[src/rtl/mux_scan_nx1.sv]
// Registered N:1 mux with a round-robin auto-scan over masked channels; 1-cycle latency.
// No backpressure: en gates sampling, and every edge with en=1 and something selectable takes one sample.
module mux_scan_nx1 #(
    parameter int WIDTH = 4,
    parameter int SEL_W = 3
) (
    input  logic                          clock,
    input  logic                          reset_b,
    input  logic [(2**SEL_W)*WIDTH-1:0]   d,
    input  logic [SEL_W-1:0]              sel,
    input  logic                          mode,
    input  logic                          en,
    input  logic [(2**SEL_W)-1:0]         mask,
    output logic [WIDTH-1:0]              y,
    output logic [SEL_W-1:0]              ch,
    output logic                          valid,
    output logic                          wrap
);

    localparam int N = 2**SEL_W;

    logic [WIDTH-1:0] y_q, y_d;
    logic [SEL_W-1:0] ch_q, ch_d;
    logic [SEL_W-1:0] ptr_q, ptr_d;
    logic             valid_q, valid_d;
    logic             wrap_q, wrap_d;

    logic [SEL_W-1:0] scan_s;
    logic [SEL_W-1:0] scan_nxt;
    logic [SEL_W-1:0] idx;
    logic             scan_hit;

    // Offsets are walked from largest to smallest so the nearest enabled
    // channel is the last one written and therefore wins.
    always_comb begin
        scan_hit = |mask;
        scan_s   = ptr_q;
        scan_nxt = ptr_q;
        idx      = '0;
        for (int i = N - 1; i >= 0; i--) begin
            idx = ptr_q + SEL_W'(i);
            if (mask[idx]) begin
                scan_s = idx;
            end
        end
        // Offset N aliases to scan_s itself, so a lone enabled channel
        // points back at itself and reports a wrap.
        for (int i = N; i >= 1; i--) begin
            idx = scan_s + SEL_W'(i);
            if (mask[idx]) begin
                scan_nxt = idx;
            end
        end
    end

    always_comb begin
        y_d     = y_q;
        ch_d    = ch_q;
        ptr_d   = ptr_q;
        valid_d = 1'b0;
        wrap_d  = 1'b0;
        if (en) begin
            if (!mode) begin
                y_d     = d[sel*WIDTH +: WIDTH];
                ch_d    = sel;
                valid_d = 1'b1;
            end else if (scan_hit) begin
                y_d     = d[scan_s*WIDTH +: WIDTH];
                ch_d    = scan_s;
                ptr_d   = scan_nxt;
                valid_d = 1'b1;
                wrap_d  = (scan_nxt <= scan_s);
            end
        end
    end

    always_ff @(posedge clock) begin
        if (!reset_b) begin
            y_q     <= '0;
            ch_q    <= '0;
            ptr_q   <= '0;
            valid_q <= 1'b0;
            wrap_q  <= 1'b0;
        end else begin
            y_q     <= y_d;
            ch_q    <= ch_d;
            ptr_q   <= ptr_d;
            valid_q <= valid_d;
            wrap_q  <= wrap_d;
        end
    end

    assign y     = y_q;
    assign ch    = ch_q;
    assign valid = valid_q;
    assign wrap  = wrap_q;

endmodule

[config.mk]
export PLATFORM = sky130hd
export DESIGN_NAME = mux_scan_nx1
export DESIGN_NICKNAME = d
export VERILOG_FILES = /design/src/rtl/mux_scan_nx1.sv
export SDC_FILE = /design/constraint.sdc
export NUM_CORES = 1
export LEC_CHECK = 0
export BUFFER_PORTS_ARGS = -buffer_cell sky130_fd_sc_hd__buf_4
export CORE_UTILIZATION = 30
export CTS_CLUSTER_SIZE = 12
export DETAILED_ROUTE_END_ITERATION = 10
export GPL_TIMING_DRIVEN = 0
export HOLD_SLACK_MARGIN = 0.12
export PLACE_DENSITY = 0.55
export RECOVER_POWER = 100
export SLEW_MARGIN = 5
export SYNTH_ARGS = -nofsm -noshare
export SYNTH_HDL_FRONTEND = slang
export SYNTH_SLANG_ARGS = --single-unit
[constraint.sdc]
create_clock -name clock -period 19.75 [get_ports clock]
set_clock_uncertainty 0.1 [all_clocks]
set_input_delay 3.95 -clock clock [delete_from_list [all_inputs] [get_ports clock]]
set_output_delay 3.95 -clock clock [all_outputs]
set_load 0.02 [all_outputs]
Word-level counts from Yosys, hierarchy flattened
Cells that the tools add are included.

Flip-flop bits (word level): 12. Latch bits: 0. RAM bits: 0. Bits in read-only memories: 0. Input port bits: 47. Word-level logic and storage cells: 98. Memories kept: 0.

$add $sub $neg: 14. Multiply operators: 0. Divide/modulo/power cells: 0. Order comparisons: 17. Equality and inequality tests: 1. Shifts and indexed selects: 2. Mux-type cells: 54. Bitwise gates (word level): 0. Reductions and logical operators: 5.

Operators by type and width (count): less-than comparator 3 x 4 -> 1 bit, second input constant (16); variable part select 32 x 6 -> 4 bit (2); two-way mux 3 bit (18); binary-select mux 1 bit (select 3 bit) (16); adder 3 bit, second input constant (8); two-way mux 1 bit (18); adder 3 x 2 -> 3 bit, second input constant (4); two-way mux 4 bit (2); OR reduction 8 bit (1); adder 3 x 1 -> 3 bit, second input constant (2); AND reduction 2 bit (2); AND reduction 4 bit (1); <= comparator 3 bit (1); AND reduction 3 bit (1); inequality test 2 x 1 -> 1 bit, second input constant (1).

Depth between registers and ports, before layout
Gate-level depths: netlist of run 1.

Depth after elaboration: 22. Mapped depth: 30. Gate-level depth less buffers: 22.

Least setup slack after synthesis of run 1
No wires, ideal clock.

Kind: in2reg. Start point: input port mask[5]. End point: register wrap_q, in the netlist wrap. Library setup time: 0.078 ns. Data arrival time: 8.556 ns. Data required time: 19.572 ns. Setup slack: 11.016 ns. Cell stages on the path: 22. Cell sequence: buf_2 mux4_2 mux2i_1 nor2_1 a31o_2 o31ai_1 o311a_1 buf_2 buf_2 clkinv_1 ha_1 clkbuf_1 inv_1 xnor2_1 mux4_2 or4b_1 o21a_1 ha_1 a21o_1 a21oi_1 a31oi_1 nor3_1.

Longest elaborated chain between the ends: 21.

RTL lines: start, declared (line 13) `input logic [(2**SEL_W)-1:0] mask,`; binary-select mux 1 bit (select 3 bit) (line 42) `if (mask[idx]) begin`; two-way mux 1 bit (implied by the code) (line 42); two-way mux 3 bit (8 in series) (line 42); adder 3 bit / binary-select mux 1 bit (select 3 bit) (equally long branches) (line 49, 50); binary-select mux 1 bit (select 3 bit) / two-way mux 1 bit (equally long branches) (line 50) `if (mask[idx]) begin`; two-way mux 1 bit (implied by the code) / two-way mux 3 bit (equally long branches) (line 50); two-way mux 3 bit (6 in series) (line 50); two-way mux 3 bit (*) (line 50); net scan_nxt[1] (line 29) `logic [SEL_W-1:0] scan_nxt;`; <= comparator 3 bit (*) (line 72) `wrap_d = (scan_nxt <= scan_s);`; end signal, assigned (line 89) `wrap_q <= wrap_d;`; end, declared (line 26) `logic wrap_q, wrap_d;`.

The timed path passes the listed nets; every way through them passes the cells marked *. The select of a mux whose other input is x is not followed. A chain may end at the register's enable or synchronous reset.

Worst setup path after layout of run 1
Same ends and word-level chain as after synthesis.

==> impl_results.md, run 1 <==
* Drt initial violations at 151
* Mux cell area share after synthesis at 38.9%
* First-pass GRT wire length at around 14000 microns
* Worst-Skew Late Latency at 240 ps
* Slew @ Worst Pin at 707 ps
* Root Driver: clkbuf_8
* Synth cell count leaders: mux2i_1, nand2_1, mux2_2, a21oi_1, mux4_2
* # DRC at 0
* Unique cell type count in the Yosys netlist at 69
* Crit. End Element: register
* Critical path capture point: wrap$_SDFF_PN0_
* Critical path, cell by cell: clkbuf_1, mux4_2, mux2i_1, nor2_1, a31o_2, o31ai_1, o311a_1, clkbuf_1, clkbuf_1, clkinv_1, ha_1, clkbuf_1, inv_1, xnor2_1, mux4_2, or4b_1, o21a_1, ha_1, a21o_1, a21oi_1, a31oi_1, nor3_1
* RSZ-0062 raised after global routing: no
* Xor/xnor share of the synthesized area at 2.39%
* Mapped Nets at around 380
* EDFF count, synth at 0
* Fin crit share at 50.2%
* GR Util All Layers at 17.6%
* Clock-pin slew on the worst setup and hold paths at 50 ps
* Wire per inst at 16.7 microns
* Slowest cell on the critical path: mux4_2
* Cell mode on critical path: clkbuf_1
* Synth warnings at 0
* HPWL after DPL at 6660 microns
* Final Hold Viols at 0
* Synth Cell Area at about 0.0029 sq mm
* Top FF cell, synth: dfxtp_1
* Post-CTS Hold Buffers at 0
* Die Y at around 100 microns
* Layout cells sized above 1 at 31.2%
* Core Area at 0.00928 sq mm
* GP Congestion at ~0.81
* Io pins at 56
* Setup bufs post-CTS at 0
* Chip Width at 99.9 microns
* Drt first pass iters at 4
* Slew Viols, Final at 0
* Syn-to-layout area delta at 19.9%
* # setup viols final at 0
* Routed Antenna Nets at 0
* Sequential area share after synthesis at 8.35%
* RR Startpoint: ptr_q[0]$_SDFFE_PN0P_
* CTS tree: built
* Share of the synthesized area in the top cell type at between 10% and 20%
* Worst EP required at slightly below 20000 ps
* Vias in the first global route at 2912
* Antenna cells at 0
* H-tree levels at 1
* GRT Residual Overflow at 0
* Setup TNS at 0 ps
* Largest area contributor in the netlist: mux4_2
* I/O Buffers at 53
* Cts repair resizes at 0
* Post-Synth Simple-Gate Area at 11.7%
* Asr flop ratio synth at 0%
* Number of clock sinks at 12
* Initial Utilization at 31.0%
* Avg Cell Area, Syn at 8.77 sq um
* Fmax at 101 MHz
* R2R setup slack at 11990 ps
* Row count at 35
* Crit start category: input port
* Tmin final at 9910 ps
* Pin count of the biggest net entering global routing at 11
* Max-cap violations at 0
* Max stage delay on crit path at 580 ps
* Synth Instances at between 300 and 400
* Worst flop-to-flop path endpoint: wrap$_SDFF_PN0_
* Main combinational cell family by area after synthesis: multiplexers
* Clock Path Buffers at 2
* Reg2reg path depth at 28
* WL final at 8600 microns
* Nets@finish at 440
* Most numerous cell in the Yosys netlist: mux2i_1
* Vias at 2878
* Vias/cell at about 5.6
* Hold WC Path Type: reg2reg
* Status: finished clean
* CTS Buf Count at 3
* Worst EP arrival at 9960 ps
* Compound-Gate Fraction of Synth Area at 29.6%
* Slew Limit Headroom at 52.9%
* Synth top area cells: mux4_2, mux2i_1, mux2_2, dfxtp_1, a21oi_1
* Die Area at ~0.01 sq mm
* Synth Area in Adders at about 3%
* Worst Path Max Fanout at 10
* Register bit total from synthesis at 12
* Crit path launch: mask[5]
* Crit path kind: in2reg
* Initial antenna violation count at 0
## worst min-delay path by stage
stage | end | cells after the start | slack [ps] | from
2_1_floorplan | ch[0]$_SDFFE_PN0P_ | 2 | 430 | ch[0]$_SDFFE_PN0P_
3_3_place_gp | ch[0]$_SDFFE_PN0P_ | 2 | 360 | ch[0]$_SDFFE_PN0P_
3_5_place_dp | ch[2]$_SDFFE_PN0P_ | 2 | 360 | ch[2]$_SDFFE_PN0P_
4_1_cts | ch[0]$_SDFFE_PN0P_ | 2 | 370 | ch[0]$_SDFFE_PN0P_
5_1_grt | ch[2]$_SDFFE_PN0P_ | 2 | 400 | ch[2]$_SDFFE_PN0P_
6_report | ch[2]$_SDFFE_PN0P_ | 2 | 360 | ch[2]$_SDFFE_PN0P_
## metrics by stage
| step | worst slack [ps] | instance area, sq um | hold slack, ps | util (%) | cells |
|---|---|---|---|---|---|
| global placement | 10130 | 3440 | 356 | 37.0 | 510 |
| CTS | 10370 | 3490 | 368 | 37.6 | 514 |
| global route | 9380 | 3450 | 403 | 37.2 | 514 |
| finish | 9840 | 3450 | 364 | 37.2 | 514 |
| floorplan | 11020 | 2880 | 435 | - | 328 |
| detailed placement | 10130 | 3440 | 357 | 37.0 | 510 |
## worst max-delay path, delay by kind of cell
kind	cells	cell delay, ps
mux	3	1350
buf+inv	6	1840
compound gates	7	1190
xor+xnor	1	270
fa+ha+maj	2	610
simple gates	3	760
## final cells by class
type / count / area [sq um]
plain buffers: 22 / 109
clock buffers: 4 / 55.1
fillers: 983 / 5830
inverters: 16 / 60.1
multi-input cells: 278 / 2460
flip-flops and latches: 12 / 240
well taps: 129 / 161
repair buffers: 53 / 364
## layer usage
metal	global-route usage, %	wire length [microns]	vias to the layer above	part of all wire [%]
met2	30.6	4130	111	48
met1	22.9	3780	1348	44
met3	2.86	598	6	7.0
met4	4.07	76	0	0.88
li1	-	-	1413	-
met5	0	0	-	0
## cells in the final DEF, fill, tap and decap left out, types with 2 or more instances in the layout
master / instances
mux2i_2: 2
mux4_2: 20
nand2b_1: 3
mux2_1: 3
o211ai_1: 9
clkbuf_8: 4
and2_1: 2
nor3_1: 5
mux2_2: 25
a22oi_1: 3
o31ai_1: 2
o21ai_0: 12
mux2i_1: 31
dfxtp_1: 12
ha_1: 7
inv_1: 14
nand2_1: 26
a21o_1: 2
and3_1: 2
o22ai_1: 3
o21a_1: 5
o221ai_1: 3
clkbuf_1: 22
clkinv_1: 2
o311ai_0: 2
nor2b_1: 4
a211oi_1: 10
a31oi_1: 7
a211o_1: 6
buf_2: 6
xnor2_1: 5
nand3_1: 2
o211a_1: 2
a21boi_1: 2
buf_6: 2
buf_4: 45
nor2_1: 14
a21oi_1: 24
nor4_1: 2
or2_2: 3
## logic make-up (layout without fill, tap and decap cells)
group                      after synthesis  after routing
adders and majority gates                7              7
AOI/OAI and AO/OA                      113            113
DFF                                     12             12
muxes                                   82             82
buffers and inverters                   38             95
and+or+nand+nor                         69             69
xor gates and xnor gates                 7              7
## sequential cells by signal, summed over array words and instances (netlist names)
name	flops
ch	3
y	4
wrap	1
valid	1
ptr_q	3
Power of run 1 is left out: the tool's default activity adds up to more than one toggle a clock period on the data nets, which glitch-free logic cannot reach.
==> inputs of run 2 (changes only) <==
Settings changed: ABC_AREA from default to 1, PLACE_DENSITY 0.55 to 0.58.
Clock period 19.75 ns to 8.2 ns, I/O delays scaled along.
==> run 2 against run 1 <==
  * Die area shrank 24%
  * Synthesized cell count grew 20%
  * Register-to-register slack lost 8900 ps
  * Worst setup slack lost 7300 ps
  * Critical path type unchanged
  * Worst hold slack gained 49 ps
  * Wire length shrank 25%
  * Synthesized area shrank 24%
  * Count of clock-buffer cells in the layout shrank 1
==> impl_results.md, run 2 <==
* Crit path kind: in2reg
* Slew Limit Headroom at 39.8%
* Root Driver: clkbuf_8
* H-tree levels at 1
* Crit start category: input port
* Clock-pin slew on the worst setup and hold paths at 50 ps
* Design area at 0.00265 sq mm
* Max stage delay on crit path at 410 ps
* Commonest non-fill, non-tap cell in the layout: nand2_1
* Max-cap violations at 0
* Synth Cell Area at 0.00218 sq mm
* Slew Viols, Final at 0
* Most frequent cells in the layout: nand2_1, nand3_1, inv_1
* Non-filler cells, final at 545
* Worst EP arrival at about 5600 ps
* Antenna cells at 0
* Cell mode on critical path: nand2_1
* Synth warnings at 0
* Worst hold path depth at 2
* Initial Utilization at 31.6%
* Sequential area share after synthesis at between 10% and 20%
* RR Startpoint: ptr_q[1]$_SDFFE_PN0P_
* Routing usage on met2 at 29.5%
* Drt first pass iters at 6
* First-pass GRT wire length at between 10000 and 15000 microns
* Unique cell type count in the Yosys netlist at 30
* Row count at 30
* Number of clock sinks at 12
* Slew @ Worst Pin at between 800 and 900 ps
* Nets@finish at 505
* Reg2reg path depth at 35
* Met1 Use GR at 23.0%
* Mapped Nets at 447
* Die Area at 0.00761 sq mm
* Worst Path Max Fanout at 11
* WL final at between 6000 and 7000 microns
* Worst flop-to-flop path endpoint: wrap$_SDFF_PN0_
* Wire per inst at 11.9 microns
* Top FF cell, synth: dfxtp_1
* Most numerous cell in the Yosys netlist: nand2_1
* CTS Buf Count at 3
* Status: finished clean
* Synth top area cells: nand2_1, nand3_1, dfxtp_1, inv_1, a21oi_1
* Grt met3 use at approximately 3.3%
* Max reg flops at 4
* Post-placement cell area at 0.00270 sq mm
* Fmax at 178 MHz
* Core Area at 0.00691 sq mm
* Setup TNS at 0 ps
* Crit. End Element: register
* Synth cell count leaders: nand2_1, nand3_1, inv_1, a21oi_1
* Initial antenna violation count at 0
* Pin count of the biggest net entering global routing at 12
* Share of the synthesized area in the top cell type at 22.5%
* Asr flop ratio synth at 0%
* I/O Buffers at 53
* Layout cells sized above 1 at 20.0%
* Hold EP: ch[2]$_SDFFE_PN0P_
* Register bit total from synthesis at 12
* Syn-to-layout area delta at 21.3%
* GR Util All Layers at 17.5%
* Fin crit share at 68.5%
* # DRC at 0
* Worst EP required at 8220 ps
* CTS tree: built
* GRT Residual Overflow at 0
* Worst-Skew Late Latency at 230 ps
* Tmin final at 5620 ps
* Routed Antenna Nets at 0
* Vias/cell at 4.93
* Largest area contributor in the netlist: nand2_1
* Chip Width at 87.3 microns
* Placed cells at 542
* Avg Cell Area, Syn at 5.55 sq um
* EDFF count, synth at 0
* RSZ-0062 raised after global routing: no
* Final Hold Viols at 0
* Slowest cell on the critical path: clkbuf_1
* Die Y at between 80 and 90 microns
* Drt initial violations at 197
* Setup bufs post-CTS at 0
* HPWL after DPL at 5240 microns
* Post-CTS Hold Buffers at 0
* Cts repair resizes at 0
* Top Usage Layer GRT: met2
* GP Congestion at 0.857
* Min-delay src: ch[2]$_SDFFE_PN0P_
* R2R setup slack at 3080 ps
* Clock Path Buffers at 2
* # setup viols final at 0
* Vias in the first global route at 2417
* Vias at 2686
* Hold WC Path Type: reg2reg
* Io pins at 56
* Synth Instances at 393
==> run 2: changes by cell type in the layout (fill, tap and decap cells not counted), moves of 6 or more <==
cell,previous run,this run
a31oi_1,7,0
a211oi_1,10,0
mux2_2,25,8
nand2_1,26,135
clkbuf_1,22,15
nand3_1,2,71
inv_2,0,8
a211o_1,6,0
inv_1,14,49
mux4_2,20,0
nand2_2,0,7
mux2i_1,31,0
o21ai_1,1,8
nand3_2,0,8
==> run 2: cell type report <==
class,count,area [sq um]
Sequential cell,12,240
Tap cell,96,120
Multi-Input combinational cell,311,1580
Timing Repair Buffer,53,360
Inverter,59,226
Clock buffer,3,41.3
Buffer,11,72.6
Fill cell,831,4260
==> run 2: worst max-delay path by stage <==
stage            start         endpoint  slack, ps  cells past startpoint
2_1_floorplan  mask[5]  wrap$_SDFF_PN0_       3550                     32
3_3_place_gp   mask[5]  wrap$_SDFF_PN0_       2910                     33
3_5_place_dp   mask[7]  wrap$_SDFF_PN0_       2880                     33
4_1_cts        mask[7]  wrap$_SDFF_PN0_       3110                     33
5_1_grt        mask[0]  wrap$_SDFF_PN0_       2110                     33
6_report       mask[0]  wrap$_SDFF_PN0_       2580                     33
==> run 2: cell families (layout without fill, tap and decap cells) <==
| kind of cell | Yosys count | after routing | synth area share (%) |
|---|---|---|---|
| compound gates | 55 | 55 | 14.5 |
| xor+xnor | 1 | 1 | 0.746 |
| fa+ha+maj | 7 | 7 | 4.02 |
| buf+inv | 70 | 126 | 14.8 |
| flops | 12 | 12 | 11.0 |
| mux | 8 | 8 | 4.13 |
| simple gates | 240 | 240 | 50.8 |
==> run 2: per-layer routing <==
metal / up-vias / part of all wire (%) / routed length [microns]
li1: 1399 / - / -
met1: 1162 / 47 / 3010
met2: 111 / 44 / 2850
met3: 14 / 7.8 / 504
met4: 0 / 1.5 / 98
met5: - / 0 / 0
==> run 2: through the flow <==
| stage | worst slack [ps] | hold WS (ps) | util [%] |
|---|---|---|---|
| 2_1_floorplan | 3550 | 508 | - |
| 6_report | 2580 | 413 | 38.3 |
| 4_1_cts | 3110 | 417 | 39.7 |
| 5_1_grt | 2110 | 439 | 38.3 |
| 3_3_place_gp | 2910 | 405 | 39.1 |
| 3_5_place_dp | 2880 | 405 | 39.1 |
==> run 2: worst max-delay path: cells and delay by family <==
kind                     cells  cell delay [ps]
AND/OR/NAND/NOR             24             2070
adder cells (fa/ha/maj)      2              680
buffers and inverters        5              920
AO/OA/AOI/OAI                2              320
Power of run 2 is left out for the same reason.
==> inputs of run 3 (changes only) <==
Clock period 8.2 ns to 4.9 ns, I/O delays scaled along.
==> run 3 against run 2 <==
  * Flip-flop and latch count unchanged
  * Critical path type is now reg2reg
  * Utilization increased by 0.80 points
  * Register-to-register slack got worse by 2600 ps
==> impl_results.md, run 3 (synthesis results as in run 2) <==
* WP buf/inv at 7
* Initial antenna violation count at 0
* Commonest non-fill, non-tap cell in the layout: nand2_1
* Crit path kind: reg2reg
* GP Congestion at 0.857
* Wire per inst at between 10 and 15 microns
* Core Area at approximately 0.0069 sq mm
* Clock-pin slew on the worst setup and hold paths at 50 ps
* Die Y at 87.3 microns
* H-tree levels at 1
* Setup bufs post-CTS at 0
* Vias in the first global route at between 2000 and 2500
* Hold WC Path Type: reg2reg
* Post-CTS Hold Buffers at 0
* Root Driver: clkbuf_8
* Clock Path Buffers at 2
* Layout cells sized above 1 at 21.8%
* Status: finished clean
* Pin count of the biggest net entering global routing at 12
* Fillers at 825
* Nets@finish at 505
* Worst-Skew Late Latency at 230 ps
* Tmin final at 4470 ps
* GR Util All Layers at 17.5%
* Die Area at 0.00761 sq mm
* Util after Layout at 39.1%
* Drt initial violations at 180
* Worst EP arrival at 4490 ps
* CTS Buf Count at 3
* Most frequent cells in the layout: nand2_1, nand3_1, inv_1
* Setup TNS at 0 ps
* Cell mode on critical path: nand2_1
* Drt first pass iters at 5
* CTS tree: built
* Slowest cell on the critical path: ha_2
* Slew Viols, Final at 0
* Crit start category: register
* Top delay family on crit path: simple AND/OR/NAND/NOR gates
* Area of the multi-input gates at 0.00163 sq mm
* Syn-to-layout area delta at 23.8%
* Placed cells at 542
* Chip Width at 87.3 microns
* HPWL after DPL at 5240 microns
* GRT Residual Overflow at 0
* Final Hold Viols at 0
* # setup viols final at 0
* Io pins at 56
* Antenna cells at 0
* Row count at 30
* Worst Path Max Fanout at 11
* Routed Antenna Nets at 0
* Sequential Area at around 240 sq um
* RSZ-0062 raised after global routing: no
* Vias/cell at 4.87
* WL final at 6450 microns
* Non-filler cells, final at ~550
* Max-cap violations at 0
* Slew Limit Headroom at 39.8%
* Max reg flops at 4
* Fmax at ~220 MHz
* Number of clock sinks at 12
* I/O Buffers at 53
* Crit. End Element: register
* Slew @ Worst Pin at 894 ps
* # DRC at 0
* Fin crit share at roughly nine tenths
* Max stage delay on crit path at 400 ps
* First-pass GRT wire length at between 10000 and 15000 microns
* Vias at approximately 2700
* Worst EP required at 4920 ps
* Initial Utilization at 31.6%
[run 3: cell count changes in the layout (fill, tap and decap cells not counted)]
cell / change
ha_1: -2
inv_1: -1
nand3_2: +1
nand2_4: +2
clkbuf_1: -1
nand3_1: -2
inv_2: +1
nand3_4: +1
ha_4: +1
buf_6: +1
nand2_1: -2
ha_2: +1
[run 3: path summary, 6_finish.rpt]
path,from,endpoint,slack (ps),cells past startpoint
worst max-delay path,ptr_q[1]$_SDFFE_PN0P_,wrap$_SDFF_PN0_,430,36
worst min-delay path,ch[2]$_SDFFE_PN0P_,ch[2]$_SDFFE_PN0P_,410,2
worst max register to register,ptr_q[1]$_SDFFE_PN0P_,wrap$_SDFF_PN0_,430,36
worst min register to register,ch[2]$_SDFFE_PN0P_,ch[2]$_SDFFE_PN0P_,410,2
[run 3: metrics by stage]
stage	hold WS, ps	instance area [sq um]	setup WS [ps]
after floorplan	508	2180	880
after global placement	405	2700	222
after detailed placement	405	2700	206
after CTS	417	2740	171
after global routing	439	2700	44.9
final	413	2700	433
[run 3: metal layers]
metal,vias to the layer above,global-route usage (%),wire (microns)
li1,1397,-,-
met1,1157,23.0,3040
met2,93,29.5,2870
met3,9,3.32,474
met4,0,4.17,70
met5,-,0,0
[run 3: cell type report]
class	count	area share, %
plain buffers	11	2.97
clock buffers	3	1.53
inverters	59	8.39
multi-input cells	311	60.4
flip-flops and latches	12	8.90
well taps	96	4.45
repair buffers	53	13.3
[run 3: repair_timing]
item,4_1_cts,5_1_grt
resized for setup,0,5
setup endpoints to repair,0,1
endpoints found under the hold margin,0,0
[run 3: worst reg2reg max path: cells and delay by family, from the launching register on]
family          cells  cell delay [ps]
simple gates       25             2040
fa+ha+maj           3             1000
flops               1              340
buf+inv             7              690
compound gates      1              190
Power of run 3 is left out for the same reason.
